$ cat src/rtl/seg7_scan_if.sv
// Scanned 7-segment display bus (CA/AN) plus the
// decoded frame results seen by a receive-side monitor.
interface seg7_scan_if #(
  parameter int NDIG  = 8,
  parameter int VAL_W = 27
);
  logic [7:0]       CA;
  logic [NDIG-1:0]  AN;
  logic [VAL_W-1:0] value;
  logic             valid;
  logic [NDIG-1:0]  dp;
  logic             err_seg;
  logic             err_seq;

  modport master (
    output CA, AN,
    input  value, valid, dp, err_seg, err_seq
  );

  modport slave (
    input  CA, AN,
    output value, valid, dp, err_seg, err_seq
  );
endinterface

$ cat src/rtl/seg7_scan_decoder.sv
// Monitors a multiplexed 8-digit 7-segment bus,
// rebuilds one frame and converts it to binary.
module seg7_scan_decoder #(
  parameter int NDIG  = 8,
  parameter int VAL_W = 27
) (
  input logic       clk,
  input logic       rst,
  seg7_scan_if.slave bus
);

  localparam int IDX_W = (NDIG > 1) ? $clog2(NDIG) : 1;
  localparam logic [IDX_W-1:0] LAST = IDX_W'(NDIG - 1);

  typedef enum logic [1:0] {
    IDLE,
    CAPTURE,
    CONVERT
  } state_t;

  state_t                     state_q, state_d;
  logic [IDX_W-1:0]           idx_q, idx_d;
  logic [IDX_W-1:0]           k_q, k_d;
  logic [NDIG-1:0][3:0]       dig_q, dig_d;
  logic [NDIG-1:0]            dpb_q, dpb_d;
  logic [VAL_W-1:0]           acc_q, acc_d;
  logic [VAL_W-1:0]           value_q, value_d;
  logic [NDIG-1:0]            dp_q, dp_d;
  logic                       valid_q, valid_d;
  logic                       err_seg_q, err_seg_d;
  logic                       err_seq_q, err_seq_d;

  logic                       seg_ok;
  logic [3:0]                 seg_val;
  logic [IDX_W-1:0]           nxt_idx;
  logic [IDX_W-1:0]           cap_idx;
  logic                       an_cur;
  logic                       an_nxt;
  logic                       an_idle;
  logic [VAL_W-1:0]           acc_nx;

  function automatic logic [NDIG-1:0] sel_of(
    input logic [IDX_W-1:0] i
  );
    logic [NDIG-1:0] one;
    one = {{(NDIG-1){1'b0}}, 1'b1};
    return ~(one << i);
  endfunction

  // Active-low segment pattern to digit; blank reads as 0
  always_comb begin
    seg_ok  = 1'b1;
    seg_val = 4'd0;
    unique case (bus.CA[6:0])
      7'h40:   seg_val = 4'd0;
      7'h79:   seg_val = 4'd1;
      7'h24:   seg_val = 4'd2;
      7'h30:   seg_val = 4'd3;
      7'h19:   seg_val = 4'd4;
      7'h12:   seg_val = 4'd5;
      7'h02:   seg_val = 4'd6;
      7'h78:   seg_val = 4'd7;
      7'h00:   seg_val = 4'd8;
      7'h18:   seg_val = 4'd9;
      7'h7F:   seg_val = 4'd0;
      default: seg_ok  = 1'b0;
    endcase
  end

  // Anode pattern classification relative to the last captured digit
  always_comb begin
    nxt_idx = idx_q + 1'b1;
    an_cur  = (bus.AN == sel_of(idx_q));
    an_nxt  = (idx_q != LAST) && (bus.AN == sel_of(nxt_idx));
    an_idle = &bus.AN;
    acc_nx  = (acc_q << 3) + (acc_q << 1)
            + VAL_W'(dig_q[k_q]);
  end

  // Frame capture / conversion state machine next-state logic
  always_comb begin
    state_d   = state_q;
    idx_d     = idx_q;
    k_d       = k_q;
    dig_d     = dig_q;
    dpb_d     = dpb_q;
    acc_d     = acc_q;
    value_d   = value_q;
    dp_d      = dp_q;
    valid_d   = 1'b0;
    err_seg_d = 1'b0;
    err_seq_d = 1'b0;
    cap_idx   = idx_q;
    unique case (state_q)
      IDLE: begin
        if (bus.AN == sel_of('0)) begin
          if (!seg_ok) begin
            err_seg_d = 1'b1;
          end else begin
            dig_d[0] = seg_val;
            dpb_d[0] = ~bus.CA[7];
            idx_d    = '0;
            state_d  = CAPTURE;
          end
        end
      end
      CAPTURE: begin
        if (an_cur || an_nxt) begin
          if (!seg_ok) begin
            err_seg_d = 1'b1;
            state_d   = IDLE;
          end else begin
            cap_idx        = an_nxt ? nxt_idx : idx_q;
            dig_d[cap_idx] = seg_val;
            dpb_d[cap_idx] = ~bus.CA[7];
            idx_d          = cap_idx;
          end
        end else if (idx_q == LAST) begin
          acc_d   = '0;
          k_d     = LAST;
          state_d = CONVERT;
        end else if (!an_idle) begin
          err_seq_d = 1'b1;
          state_d   = IDLE;
        end
      end
      CONVERT: begin
        acc_d = acc_nx;
        k_d   = k_q - 1'b1;
        if (k_q == '0) begin
          value_d = acc_nx;
          dp_d    = dpb_q;
          valid_d = 1'b1;
          state_d = IDLE;
        end
      end
      default: state_d = IDLE;
    endcase
  end

  // State and registered outputs
  always_ff @(posedge clk or posedge rst) begin
    if (rst) begin
      state_q   <= IDLE;
      idx_q     <= '0;
      k_q       <= '0;
      dig_q     <= '0;
      dpb_q     <= '0;
      acc_q     <= '0;
      value_q   <= '0;
      dp_q      <= '0;
      valid_q   <= 1'b0;
      err_seg_q <= 1'b0;
      err_seq_q <= 1'b0;
    end else begin
      state_q   <= state_d;
      idx_q     <= idx_d;
      k_q       <= k_d;
      dig_q     <= dig_d;
      dpb_q     <= dpb_d;
      acc_q     <= acc_d;
      value_q   <= value_d;
      dp_q      <= dp_d;
      valid_q   <= valid_d;
      err_seg_q <= err_seg_d;
      err_seq_q <= err_seq_d;
    end
  end

  assign bus.value   = value_q;
  assign bus.dp      = dp_q;
  assign bus.valid   = valid_q;
  assign bus.err_seg = err_seg_q;
  assign bus.err_seq = err_seq_q;

endmodule

$ cat src/flat_wrapper.sv
// flat-port wrapper written by rule: the top's interface ports become plain ports
module seg7_scan_decoder_flat 
#(
  parameter int NDIG  = 8,
  parameter int VAL_W = 27
)
  (clk, rst, bus_CA, bus_AN, bus_value, bus_valid, bus_dp, bus_err_seg, bus_err_seq);
  seg7_scan_if #(.NDIG(NDIG), .VAL_W(VAL_W)) bus_i ();
  input logic clk;
  input logic rst;
  input wire logic [$bits(bus_i.CA)-1:0] bus_CA;
  input wire logic [$bits(bus_i.AN)-1:0] bus_AN;
  output wire logic [$bits(bus_i.value)-1:0] bus_value;
  output wire logic [$bits(bus_i.valid)-1:0] bus_valid;
  output wire logic [$bits(bus_i.dp)-1:0] bus_dp;
  output wire logic [$bits(bus_i.err_seg)-1:0] bus_err_seg;
  output wire logic [$bits(bus_i.err_seq)-1:0] bus_err_seq;
  assign bus_i.CA = bus_CA;
  assign bus_i.AN = bus_AN;
  assign bus_value = bus_i.value;
  assign bus_valid = bus_i.valid;
  assign bus_dp = bus_i.dp;
  assign bus_err_seg = bus_i.err_seg;
  assign bus_err_seq = bus_i.err_seq;
  seg7_scan_decoder #(.NDIG(NDIG), .VAL_W(VAL_W)) u_core (.clk(clk), .rst(rst), .bus(bus_i));
endmodule
$ cat config.mk
export PLATFORM = sky130hd
export DESIGN_NAME = seg7_scan_decoder_flat
export DESIGN_NICKNAME = d
export VERILOG_FILES = /design/src/rtl/seg7_scan_if.sv /design/src/rtl/seg7_scan_decoder.sv /design/src/flat_wrapper.sv
export SDC_FILE = /design/constraint.sdc
export NUM_CORES = 1
export LEC_CHECK = 0
export CORE_MARGIN = 2
export CORE_UTILIZATION = 59
export CTS_CLUSTER_DIAMETER = 60
export DETAILED_ROUTE_END_ITERATION = 8
export MAX_ROUTING_LAYER = met4
export PLACE_DENSITY = 0.79
export SYNTH_ARGS = -nofsm -noshare
export SYNTH_HDL_FRONTEND = slang
export SYNTH_SLANG_ARGS = --single-unit
$ cat constraint.sdc
create_clock -name clk -period 4.96 [get_ports clk]
set_clock_uncertainty 0.15 [all_clocks]
set_input_delay 0.992 -clock clk [delete_from_list [all_inputs] [get_ports clk]]
set_output_delay 0.992 -clock clk [all_outputs]
set_load 0.1 [all_outputs]
### After elaboration in Yosys (flattened, before gate mapping)

Cells that the tools add are included.

| storage, ports and cells | value |
|---|---|
| flip-flop bits (word level) | 112 |
| input port bits | 18 |
| output and inout bits | 38 |
| word-level logic and storage cells | 122 |

| cells by class | value |
|---|---|
| $add $sub $neg | 4 |
| magnitude comparators | 3 |
| eq/ne operators | 26 |
| shift-type cells | 2 |
| multiplexer cells | 50 |
| bitwise gates (word level) | 3 |
| reductions and logical operators | 15 |

Operators by type and width:

| cell | number |
|---|---|
| two-way mux 26 bit | 2 |
| one-hot mux 26 bit (2 select lines) | 1 |
| one-hot mux 4 bit (9 select lines) | 1 |
| bitwise mux 32 bit | 1 |
| == test 7 bit, second input constant | 4 |
| adder 27 bit | 1 |
| adder 27 x 4 -> 27 bit | 1 |
| two-way mux 4 bit | 6 |
| == test 7 x 5 -> 1 bit, second input constant | 3 |
| two-way mux 3 bit | 7 |
| == test 8 bit | 2 |
| NOT 8 bit | 2 |
| left shift 1 x 3 -> 8 bit, first input constant | 2 |
| two-way mux 1 bit | 15 |
| == test 7 x 6 -> 1 bit, second input constant | 2 |
| two-way mux 2 bit | 7 |
| binary-select mux 4 bit (select 3 bit) | 1 |
| demux 4 bit (select 3 bit) | 1 |
| inequality test 2 x 1 -> 1 bit, second input constant | 6 |
| one-hot mux 3 bit (2 select lines) | 2 |
| OR reduction 11 bit | 1 |
| AND reduction 5 bit | 2 |
| bitwise mux 8 bit | 1 |
| == test 8 bit, second input constant | 1 |
| 25 further kinds | 31 |

### Longest topological paths before layout

| logic depth | value |
|---|---|
| word-level depth | 14 |
| depth in mapped cells | 13 |
| depth with buffers taken out | 12 |

### Worst setup path before layout

Ideal clock, no wire load.

| timing | value |
|---|---|
| path type | register to register |
| from | register u_core.k_q[0] |
| to | register u_core.value_q[20], in the netlist u_core.bus.value[20] |
| setup time | 0.125 ns |
| data arrival time | 4.076 ns |
| data required time | 4.685 ns |
| path slack | 0.609 ns |
| cell stages (with the launch flop) | 14 |
| path buffers | 1 |
| cell sequence | dfrtp_1 clkbuf_1 mux4_2 mux2_2 ha_1 ha_1 fa_1 a21o_1 a221o_1 a211oi_1 a31o_2 o21ai_0 xnor2_1 mux2_2 |

| between the ends | value |
|---|---|
| longest elaborated chain between the ends | 3 |
| elaborated cells on any way between the ends | 5 |

RTL lines:

| item | line | text |
|---|---|---|
| start: declaration | seg7_scan_decoder.sv:23 | `logic [IDX_W-1:0] k_q, k_d;` |
| start signal: assignment | seg7_scan_decoder.sv:158 | `k_q <= k_d;` |
| binary-select mux 4 bit (select 3 bit) | seg7_scan_decoder.sv:77 | `+ VAL_W'(dig_q[k_q]);` |
| two-way mux 4 bit (not written as such) | seg7_scan_decoder.sv:77 |  |
| adder 27 x 4 -> 27 bit | seg7_scan_decoder.sv:77 |  |
| end signal: assignment | seg7_scan_decoder.sv:162 | `value_q <= value_d;` |
| end: declaration | seg7_scan_decoder.sv:27 | `logic [VAL_W-1:0] value_q, value_d;` |

Parallel ways exist; a longest one is shown, timed or not. The select of a mux whose other input is x is not followed.
A chain may end at the register's enable or synchronous reset.

### Final worst setup path

Same ends and word-level chain as after synthesis.

==> results.md <==
- IO Count: 56
- Post-route ant nets: 0
- Setup-failing EPs final: 0
- Layout cell share with drive strength beyond 1: 13.4%
- CP required: 5060 ps
- Worst-path fanout max: 6
- Reg2Reg Depth: 13
- Crit path buffers/inverters: 1
- Synth unique cells: 71
- Int Pwr: 0.00133 W
- Yosys top cell area share: 38.9%
- # fillers: 905
- Final Util: 68.2%
- Reg2reg setup slack: 470 ps
- Synth async-reset ratio: 100%
- Net Sw Frac: 26.9%
- Clk pwr share: 41.2%
- Worst Hold End: u_core.bus.value[6]
- Yosys warns: 0
- Startpoint types: flip-flop
- CP cell instances: buf_4 -> mux4_2 -> mux2_2 -> ha_1 -> ha_1 -> fa_1 -> a21o_1 -> a221o_1 -> a211oi_1 -> a31o_2 -> o21ai_0 -> xnor2_1 -> mux2_2
- Avg WL per Cell: 17.3 um
- Vias in the first global route: 5494
- Outcome: finished clean
- DR top layer: met4
- Fin. max-slew vios: 0
- WL met1: 6.81 mm
- Synthesized area: 7200 um^2
- Initial antenna violation count: 0
- Commonest cells in the netlist: dfrtp_1 (112), nand2_1 (101), ha_1 (60), o21ai_0 (49), mux2_2 (39)
- Max-slew headroom: 31.2%
- P_leak: 3.99 nW
- First-pass GRT wire length: 26.6 mm
- Power share of the combinational group: 8.0%
- P_sw: 0.000491 W
- Reg-to-reg critical path endpoint: u_core.bus.value[20]
- Cts hold-fix bufs: 0
- Peak VDD IR: 0.000165 V
- Dpl ws: 527 ps
- Worst Hold Depth: 2
- DR pass1 iterations: 5
- Critical-path top delay cell: a211oi_1
- Clock Sinks: 112
- Worst Tran Pin Value: 1030 ps
- Reg power frac: 50.8%
- Synth Flop Type: dfrtp_1
- TritonCTS clock tree: built
- Leading area contributor after synthesis: dfrtp_1
- Die Footprint: 13100 um^2
- CP arrival: 4590 ps
- Synthesized area per cell: 10.0 um^2
- Routability Congestion: 0.942
- Die X: 114 um
- RSZ-0062 raised after global routing: false
- Port-buffer cells: 55
- Fmax: 223 MHz
- Fin. Hold Viols: 0
- Hold WC Path Type: flip-flop to flip-flop
- Setup crit end kind: flip-flop
- Die H: 114 um
- Post-CTS Setup Repair Bufs: 0
- Max cap viols: 0
- GRT Resource Usage Total: 26.3%
- CP delay by family, top: compound AO/OA/AOI/OAI gates
- Total Nets Final: 836
- Period minus WS final: 4490 ps
- EDFF count, synth: 0
- Worst r2r src: u_core.k_q[0]
- Register area share after synthesis: 38.9%
- P&R area growth vs syn: 13.3%
- Area contributors post-synth: dfrtp_1 (39%), ha_1 (10%), mux2_2 (6.1%), nand2_1 (5.3%), o21ai_0 (3.4%)
- Pwr dens: 224 nW/um^2
- Final worst-path setup slack: 467 ps
- Clk Tree Root Cell: clkbuf_16
- Met2 Wirelength: 8.10 mm
- Setup TNS Final: 0 ps
- DRC violations left: 0
- H-tree levels: 3
- Drt via density: 6.13
- Clock slew at reported path FFs: 80 ps
- Final HPWL DP: 11.7 mm
- Crit Path Class: flip-flop to flip-flop
- N_diodes: 0
- Core area: 12000 um^2
- Post-Syn Nets: 799
- Wire length on met3: 540 um
- Tcrit/Tclk final: 90.6%
- Count leader, synth: dfrtp_1
- Post-synthesis instance total: 719
- Grt ovf: 0
- PostCTS Resize Cnt: 0
- Critical path's largest stage delay: 520 ps
- Synth Register Bits: 112
- Detailed Route Iter0 Violations: 319
- Num rows: 40
- Clk_lat worst skew: 370 ps
- Initial core utilization: 60.2%
- CTS buffer count: 9
- DRT Wirelength: 15.7 mm
- Vias: 5562
- Hold path start: u_core.bus.value[6]
- Largest net degree at the start of global routing: 67
- Clock tree buffer depth: 2
## layout make-up
| class | instances | area [um^2] | area share [%] |
|---|---|---|---|
| clock buffer | 9 | 225 | 2.76 |
| clock inverter | 7 | 93.8 | 1.15 |
| inverter | 28 | 108 | 1.32 |
| multi-input combinational | 543 | 4140 | 50.8 |
| sequential | 112 | 2800 | 34.4 |
| tap | 147 | 184 | 2.25 |
| timing repair buffer | 62 | 603 | 7.39 |
## stage by stage
stage                     instances  instance area, um^2  hold WS [ps]  power, W
after floorplan                 719                 7200           321   0.00104
after global placement          892                 7840           312   0.00109
after detailed placement        892                 7840           313   0.00109
after CTS                       908                 8160           332   0.00184
after global routing            908                 8160           349   0.00189
final                           908                 8160           326   0.00182
## power by group through the flow
stage	clock network [W]	logic, W	registers [W]
floorplan	0	0.0000939	0.000948
global placement	0	0.000143	0.000945
detailed placement	0	0.000148	0.000945
CTS	0.000768	0.000148	0.000926
global route	0.000800	0.000162	0.000928
finish	0.000751	0.000146	0.000927
## placed cells by master (no fill, tap or decap), types with 6 or more instances in the layout
cell type	synthesis	layout
a21o_1	9	9
a21oi_1	36	36
a31o_2	8	8
a31oi_1	10	10
and2_1	7	7
buf_4	1	7
clkbuf_16	0	9
clkdlybuf4s50_1	0	55
dfrtp_1	112	112
ha_1	60	60
inv_1	27	26
mux2_2	39	39
mux2_4	8	8
mux2i_1	12	12
mux4_2	8	8
nand2_1	101	101
nand2b_1	8	8
nand3_1	21	21
nand3b_1	6	6
nor2_1	23	23
nor3_1	12	12
o211ai_1	7	7
o21ai_0	49	49
xnor2_1	22	22
xor2_1	10	10
## logic make-up (layout without fill, tap and decap cells)
group / Yosys count / after routing / share of synthesized area [%]
flops: 112 / 112 / 38.9
buf+inv: 64 / 106 / 3.56
simple gates: 219 / 219 / 15.4
mux: 67 / 67 / 11.9
compound gates: 163 / 163 / 15.3
xor+xnor: 32 / 32 / 3.89
fa+ha+maj: 62 / 62 / 11.0
## routing by layer
metal,global-route usage [%],vias to the layer above
met2,44.3,124
met5,-,-
met4,8.54,0
met1,32.3,2748
li1,-,2670
met3,4.50,20
## sequential cells by signal (all words and copies together), names as in the netlist
signal              cells
u_core.dig_q           32
u_core.bus.value       27
u_core.acc_q           26
u_core.bus.dp           8
u_core.dpb_q            8
u_core.idx_q            3
u_core.k_q              3
u_core.state_q          2
u_core.bus.err_seg      1
u_core.bus.err_seq      1
u_core.bus.valid        1
## worst reg2reg max path: cells and delay by family, from the launching register on
kind / cells / cell delay, ps
fa+ha+maj: 3 / 790
xor+xnor: 1 / 170
compound gates: 5 / 1490
flops: 1 / 510
mux: 3 / 1040
buf+inv: 1 / 220
## worst max-delay path by stage
stage                              from                   end  slack, ps  cells after the start
final                     u_core.k_q[0]  u_core.bus.value[20]        470                     13
after global placement    u_core.k_q[0]  u_core.bus.value[20]        580                     13
after floorplan           u_core.k_q[0]  u_core.bus.value[20]        610                     13
after global routing      u_core.k_q[0]  u_core.bus.value[20]        260                     13
after detailed placement  u_core.k_q[0]  u_core.bus.value[20]        530                     13
after CTS                 u_core.k_q[0]  u_core.bus.value[20]        510                     13
Power figures use the tool's default switching activity.
